`src/rtl/pipe_ctrl.sv`:
```
// Pipeline hazard and stall controller: load-use bubbles, branch flushes,
// data-memory wait handling with a sticky timeout error, and event counters.
module pipe_ctrl #(
  parameter int MEM_TIMEOUT = 255
) (
  input  logic        clock,
  input  logic        nreset,
  input  logic [4:0]  id_rs_top,
  input  logic [4:0]  id_rs_bot,
  input  logic [1:0]  id_rs_used,
  input  logic [4:0]  ex_rd_top,
  input  logic [4:0]  ex_rd_bot,
  input  logic [1:0]  ex_wen,
  input  logic        ex_is_load,
  input  logic        branch_taken,
  input  logic        mem_busy,
  output logic        stall_if,
  output logic        stall_id,
  output logic        stall_ex,
  output logic        stall_mem,
  output logic        flush_id,
  output logic        flush_ex,
  output logic [1:0]  state,
  output logic        err_timeout,
  output logic [15:0] stall_cnt,
  output logic [15:0] flush_cnt
);

  typedef enum logic [1:0] {
    RUN      = 2'd0,
    MEM_WAIT = 2'd1,
    ERR      = 2'd2
  } state_t;

  localparam logic [7:0] WAIT_LAST = 8'(MEM_TIMEOUT - 1);

  state_t      state_r;
  state_t      state_view_s;
  logic [7:0]  wait_cnt_r;
  logic        err_timeout_r;
  logic [15:0] stall_cnt_r;
  logic [15:0] flush_cnt_r;
  logic        load_use_s;
  logic        branch_flush_s;

  // Register 0 is compared like any other address; it is not hardwired to zero here.
  function automatic logic addr_match(input logic [4:0] addr, input logic [1:0] wen,
                                      input logic [4:0] rd_top, input logic [4:0] rd_bot);
    return (wen[1] && (addr == rd_top)) || (wen[0] && (addr == rd_bot));
  endfunction

  assign load_use_s = ex_is_load &
                      ((id_rs_used[1] & addr_match(id_rs_top, ex_wen, ex_rd_top, ex_rd_bot)) |
                       (id_rs_used[0] & addr_match(id_rs_bot, ex_wen, ex_rd_top, ex_rd_bot)));

  // While nreset is low the outputs behave as if already back in RUN.
  always_comb begin
    if (!nreset) begin
      state_view_s = RUN;
    end else begin
      state_view_s = state_r;
    end
  end

  assign branch_flush_s = (state_view_s != ERR) & ~mem_busy & branch_taken;

  // Stall/flush decode: ERR and memory wait freeze everything, branch beats load-use.
  always_comb begin
    stall_if  = 1'b0;
    stall_id  = 1'b0;
    stall_ex  = 1'b0;
    stall_mem = 1'b0;
    flush_id  = 1'b0;
    flush_ex  = 1'b0;
    if ((state_view_s == ERR) || mem_busy) begin
      stall_if  = 1'b1;
      stall_id  = 1'b1;
      stall_ex  = 1'b1;
      stall_mem = 1'b1;
    end else if (branch_taken) begin
      flush_id = 1'b1;
      flush_ex = 1'b1;
    end else if (load_use_s) begin
      stall_if = 1'b1;
      flush_ex = 1'b1;
    end else begin
      flush_ex = 1'b0;
    end
  end

  // Control FSM with memory wait counter; ERR is left only through reset.
  always_ff @(posedge clock) begin
    if (!nreset) begin
      state_r       <= RUN;
      wait_cnt_r    <= 8'd0;
      err_timeout_r <= 1'b0;
    end else begin
      case (state_r)
        RUN, MEM_WAIT: begin
          if (mem_busy) begin
            wait_cnt_r <= wait_cnt_r + 8'd1;
            if (wait_cnt_r == WAIT_LAST) begin
              state_r       <= ERR;
              err_timeout_r <= 1'b1;
            end else begin
              state_r <= MEM_WAIT;
            end
          end else begin
            state_r    <= RUN;
            wait_cnt_r <= 8'd0;
          end
        end
        ERR: begin
          if (!mem_busy) begin
            wait_cnt_r <= 8'd0;
          end else begin
            wait_cnt_r <= wait_cnt_r;
          end
        end
        default: begin
          state_r <= ERR;
        end
      endcase
    end
  end

  // Saturating event counters.
  always_ff @(posedge clock) begin
    if (!nreset) begin
      stall_cnt_r <= 16'd0;
      flush_cnt_r <= 16'd0;
    end else begin
      if (stall_if && (stall_cnt_r != 16'hFFFF)) begin
        stall_cnt_r <= stall_cnt_r + 16'd1;
      end
      if (branch_flush_s && (flush_cnt_r != 16'hFFFF)) begin
        flush_cnt_r <= flush_cnt_r + 16'd1;
      end
    end
  end

  assign state       = state_r;
  assign err_timeout = err_timeout_r;
  assign stall_cnt   = stall_cnt_r;
  assign flush_cnt   = flush_cnt_r;

endmodule

```
`config.mk`:
```
export PLATFORM = sky130hd
export DESIGN_NAME = pipe_ctrl
export DESIGN_NICKNAME = d
export VERILOG_FILES = /design/src/rtl/pipe_ctrl.sv
export SDC_FILE = /design/constraint.sdc
export NUM_CORES = 1
export LEC_CHECK = 0
export BUFFER_PORTS_ARGS = -buffer_cell sky130_fd_sc_hd__buf_2
export CAP_MARGIN = 20
export CORE_MARGIN = 2
export CORE_UTILIZATION = 35
export CTS_CLUSTER_SIZE = 16
export DETAILED_ROUTE_END_ITERATION = 10
export PLACE_DENSITY = 0.64
export REMOVE_ABC_BUFFERS = 1
export SKIP_LAST_GASP = 1
export SLEW_MARGIN = 20
export SYNTH_ARGS = -nofsm -noshare
export SYNTH_HDL_FRONTEND = slang
export SYNTH_SLANG_ARGS = --single-unit
```
`constraint.sdc`:
```
create_clock -name clock -period 2.7 [get_ports clock]
set_input_delay 0.27 -clock clock [delete_from_list [all_inputs] [get_ports clock]]
set_output_delay 0.27 -clock clock [all_outputs]
set_load 0.02 [all_outputs]
```
**Word-level counts from Yosys, hierarchy flattened**

Index checks and enable logic that the tools add are counted.

- Register bits after elaboration: 43
- Word-level logic and storage cells: 56
- Output and inout bits: 41

- Reductions and logical operators: 14
- Bitwise gates (word level): 7
- $add $sub $neg: 3
- Muxes and demuxes: 15
- Equality and inequality tests: 12

Operators with widths:

| operator | count |
|---|---|
| adder 16 x 1 -> 16 bit (second input constant) | 2 |
| inequality test 16 bit (second input constant) | 2 |
| equality test 5 bit | 4 |
| 2-to-1 mux 8 bit | 2 |
| case mux 8 bit (2 select lines) | 1 |
| adder 8 x 1 -> 8 bit (second input constant) | 1 |
| equality test 8 bit (second input constant) | 1 |
| 2-to-1 mux 1 bit | 8 |
| logical AND 1 bit | 6 |
| 2-to-1 mux 2 bit | 3 |
| bitwise AND 1 bit | 5 |
| equality test 2 bit (second input constant) | 2 |
| inequality test 2 bit (second input constant) | 2 |
| case mux 2 bit (2 select lines) | 1 |
| logical OR 1 bit | 3 |
| AND reduction 3 bit | 1 |
| equality test 2 x 1 -> 1 bit (second input constant) | 1 |
| zero test 2 bit | 1 |
| AND reduction 2 bit | 1 |
| nonzero test 2 bit | 1 |
| OR reduction 2 bit | 1 |
| inverter 1 bit | 1 |
| bitwise OR 1 bit | 1 |

**Longest topological paths before layout**

- Depth in word-level cells: 10
- Mapped depth: 10
- Gate-level depth less buffers: 8

**Least setup slack after synthesis**

Ideal clock, no wire load.

- Kind: flip-flop to flip-flop
- Start: reg stall_cnt_r[2], in the netlist stall_cnt[2]
- End: reg stall_cnt_r[1], in the netlist stall_cnt[1]
- Buffers on the path: 3
- Setup time: 128 ps
- Path slack: 615 ps
- Stages on the path, launching flop included: 11
- Arrival time: 1,957 ps
- Cell sequence: dfxtp_1 -> and3_1 -> buf_2 -> nand2_1 -> nor3_1 -> nor2_1 -> a21oi_2 -> buf_6 -> buf_4 -> mux2i_1 -> nor2_1

- Cells in the longest elaborated chain, start to end: 2

RTL lines:

| element | line | RTL |
|---|---|---|
| start, declared | 41 | `logic [15:0] stall_cnt_r;` |
| start signal, assigned | 134 | `stall_cnt_r <= stall_cnt_r + 16'd1;` |
| inequality test 16 bit | 133 | `if (stall_if && (stall_cnt_r != 16'hFFFF)) begin` |
| logical AND 1 bit | 133 |  |

No other way between the ends.
A chain may end at the register's enable or synchronous reset.

**Worst setup path in the final report**

- Start: reg stall_cnt_r[5], in the netlist stall_cnt[5]
- End: reg stall_cnt_r[7], in the netlist stall_cnt[7]

- Cells in the longest elaborated chain, start to end: 2

RTL lines:

| element |
|---|
| parallel branches: the longest is 2 deep, another holds adder 16 x 1 -> 16 bit |

Several ways; the timed one is not identified.

==> summary.md <==
| Metric | Value |
|---|---|
| Number of warnings reported in the yosys synthesis log | 0 |
| Post-CTS Resized | 0 |
| Yosys reg bits | 43 |
| Number of synthesized flops with an enable pin | 0 |
| Max_slew headroom | 37.1% |
| Arrival time of data at the critical path endpoint | 2.53 ns |
| Clk root buf | clkbuf_8 |
| Ranking of synthesized cells by area | dfxtp_1, xor2_1, nor2_1 |
| Number of setup violations in the final report | 0 |
| Number of nets with antenna violations after detailed routing | 0 |
| Post-placement setup slack | about 0.24 ns |
| Worst reg2reg startpoint | stall_cnt[5] |
| Type of the setup path with the least slack | reg2reg |
| H-tree Lvls | 2 |
| Setup repair after global routing missed its margin | no |
| Post-route total power | 1.18 mW |
| Insertion delay to the later sink of the worst-skew pair | 0.29 ns |
| Timing startpoint of the critical path | stall_cnt[5] |
| Worst Setup Start Kind | register |
| Mean Syn Cell Area | 8.26 um2 |
| Die Height | 84.7 um |
| Startpoint of the lowest-slack hold path | nreset |
| Via count of the first global-routing pass | 1994 |
| Minimum setup slack in the final design | around 0.38 ns |
| Leakage power | roughly 1.2 nW |
| Detailed-route DRC error count | 0 |
| Core area | 6310 um2 |
| Path class of the lowest-slack min-delay path | in2reg |
| Max Cap Violations | 0 |
| Internal power contribution | 0.876 mW |
| Filler Cell Count | around 650 |
| Final Critical Period | 2.32 ns |
| Final Hold Viols | 0 |
| Number of design-rule violations left by the first detailed-router iteration | 71 |
| TritonCTS buffer count | 5 |
| Layout Cells excl Fill | about 430 |
| Met1 WL | ~2500 um |
| Die extent in x | 84.7 um |
| NetSw | 0.308 mW |
| Primary FF master, synth | dfxtp_1 |
| Post-CTS Setup Bufs | 0 |
| Critical path fanouts, max | 28 |
| Post-synth cell types | 39 |
| Number of antenna violations at the first check in global routing | 0 |
| GRT Resource Usage Total | 15.0% |
| Initial Utilization | 36.1% |
| Kind of end point of the critical path | register |
| Cell total after placement | 417 |
| Ant. Diodes | 0 |
| Placer congestion estimate | a little under 0.9 |
| Required time of the critical path | 2.91 ns |
| Layout cell share with drive strength beyond 1 | 26.1% |
| Status | completed |
| Max Clock Freq | 432 MHz |
| Clk network pwr share | 33.6% |
| Uppermost routed layer | met4 |
| Overall routed net length | 5370 um |
| Setup TNS | 0 ns |
| Wire length per cell after detailed routing | around 13 um |
| Cell accounting for the most synthesized area | dfxtp_1 |
| Pin count of the biggest net entering global routing | 29 |
| Grt total ovfl | 0 |
| Net count reported at finish | 380 |
| Number of buffers between clock root and the deepest sink | 2 |
| Number of clock sinks | 43 |
| Pre-antenna DRT Iters | 4 |
| Die area | 7170 um2 |
| Netlist Area Pre-Place | 2280 um2 |
| Detailed route wirelength on metal2 | 2440 um |
| Global-route wire length before repair | 8970 um |
| Port buffer count | 69 |
| Quantity of hold-fixing buffers added after cts | 0 |
| Layout area overhead | 22.1% |
| Top-area cell type share of the netlist area | between 30% and 40% |
| Share of synthesized registers carrying an async set or reset | 0% |
| Dpl hpwl | ~4000 um |
| Vias after detailed routing | approximately 2200 |
| Worst setup skew after layout | approximately 0.0058 ns |
| Post-synthesis instance total | 276 |
| Number of max-slew violations in the final report | 0 |
| Relative contribution of combinational cells to total power | between 10% and 20% |
| Reg power frac | between 50% and 60% |
| Net switching fraction of the power | 26.0% |
| Final period utilization | around 86% |
| Met3 wirelength from detailed routing | 349 um |
| # IOs | 70 |
| Maximum VDD drop | 0.278 mV |
| Slew at the pin closest to its max-slew limit | 0.943 ns |
| Clock tree from TritonCTS | done |
| Routed vias/inst | a little over 5 |
| Part of the Yosys area used for sequential elements | 37.8% |
| Power Density | 425 nW/um2 |
| Clock transition at the registers of the reported paths | 0.08 ns |
| # rows | 29 |
==> registers in the layout, indices dropped and copies added, names as in the netlist <==
register,cells
err_timeout,1
flush_cnt,16
stall_cnt,16
state,2
wait_cnt_r,8
==> power by group through the flow <==
stage / registers [mW] / logic (mW) / clock network [mW]
5_1_grt: 0.652 / 0.149 / 0.436
6_report: 0.649 / 0.137 / 0.397
4_1_cts: 0.649 / 0.137 / 0.421
3_3_place_gp: 0.664 / 0.134 / 0
2_1_floorplan: 0.671 / 0.0668 / 0
3_5_place_dp: 0.664 / 0.136 / 0
==> per-layer routing <==
| layer | track usage [%] | vias up |
|---|---|---|
| li1 | - | 1124 |
| met2 | 24.8 | 64 |
| met1 | 18.9 | 990 |
| met4 | 5.92 | 0 |
| met5 | 0 | - |
| met3 | 3.74 | 10 |
==> stage by stage <==
step	hold slack [ns]	area [um2]	util, %
final	0.220	2780	44.1
after global routing	0.221	2780	44.1
after CTS	0.216	2780	44.1
after detailed placement	0.451	2700	42.7
after global placement	0.450	2700	42.7
after floorplan	0.392	2230	-
==> worst max-delay path, cell delays in order (launching register included) <==
cell     delay [ns]
dfxtp_1        0.42
and4_1         0.30
nand4_1        0.11
nor3_1         0.21
nor2_1         0.08
a21oi_2        0.72
o21ai_0        0.23
a21oi_1        0.16
==> cell usage after synthesis (2+ instances only) <==
cell type / number
a311oi_1: 4
nor2_1: 35
ha_1: 4
nand4_1: 13
nand3_1: 16
or3_1: 6
nor2b_1: 2
nor3_1: 5
xor2_1: 28
and4_1: 3
mux2i_1: 2
nand2_1: 16
a21oi_1: 22
o31ai_1: 2
xnor2_1: 7
clkbuf_1: 4
buf_4: 3
nor4_1: 4
inv_1: 8
or4_1: 2
or3_2: 7
and2_1: 3
dfxtp_1: 43
nor4bb_1: 2
o21ai_0: 17
and3_1: 5
==> logic make-up after synthesis <==
| logic type | share of synthesized area (%) |
|---|---|
| xor+xnor | 13.4 |
| mux | 0.878 |
| simple gates | 28.3 |
| flops | 37.8 |
| buf+inv | 3.84 |
| compound gates | 13.6 |
| fa+ha+maj | 2.20 |
==> area by class of cell <==
class / instances / area, um2 / share of cell area [%]
Clock buffer: 6 / 72.6 / 2.61
Multi-Input combinational cell: 215 / 1330 / 47.8
Tap cell: 77 / 96.3 / 3.46
Inverter: 9 / 33.8 / 1.21
Timing Repair Buffer: 73 / 375 / 13.5
Clock inverter: 2 / 12.5 / 0.450
Sequential cell: 43 / 861 / 30.9
==> path summary, 6_finish.rpt <==
path / to / slack (ns) / cells past startpoint
worst max-delay path: stall_cnt[7] / 0.38 / 7
worst min-delay path: wait_cnt_r[1] / 0.22 / 2
worst max register to register: stall_cnt[7] / 0.38 / 7
worst min register to register: err_timeout / 0.46 / 2
==> cell usage in the layout (no fill, tap or decap), drive strengths merged <==
cell,Yosys,final
nor3b,1,1
buf,5,73
ha,4,4
and4,3,3
o31ai,3,3
or4,2,2
nor3,5,5
nor4bb,2,2
and2,3,3
nor4,4,4
o211a,1,1
nand4,13,13
xnor2,7,7
mux2i,2,2
clkinvlp,0,1
nand2b,1,1
and3b,1,1
or3,13,13
and3,5,5
clkbuf,4,6
a31oi,1,1
nand3,16,16
nand2,16,16
o22ai,1,1
dfxtp,43,43
o21ai,18,18
inv,8,8
a311oi,4,4
nor2,35,35
xor2,28,28
nor2b,2,2
a41oi,1,1
clkinv,1,2
a21oi,23,23
No activity file was read; power rests on OpenSTA's default activity.
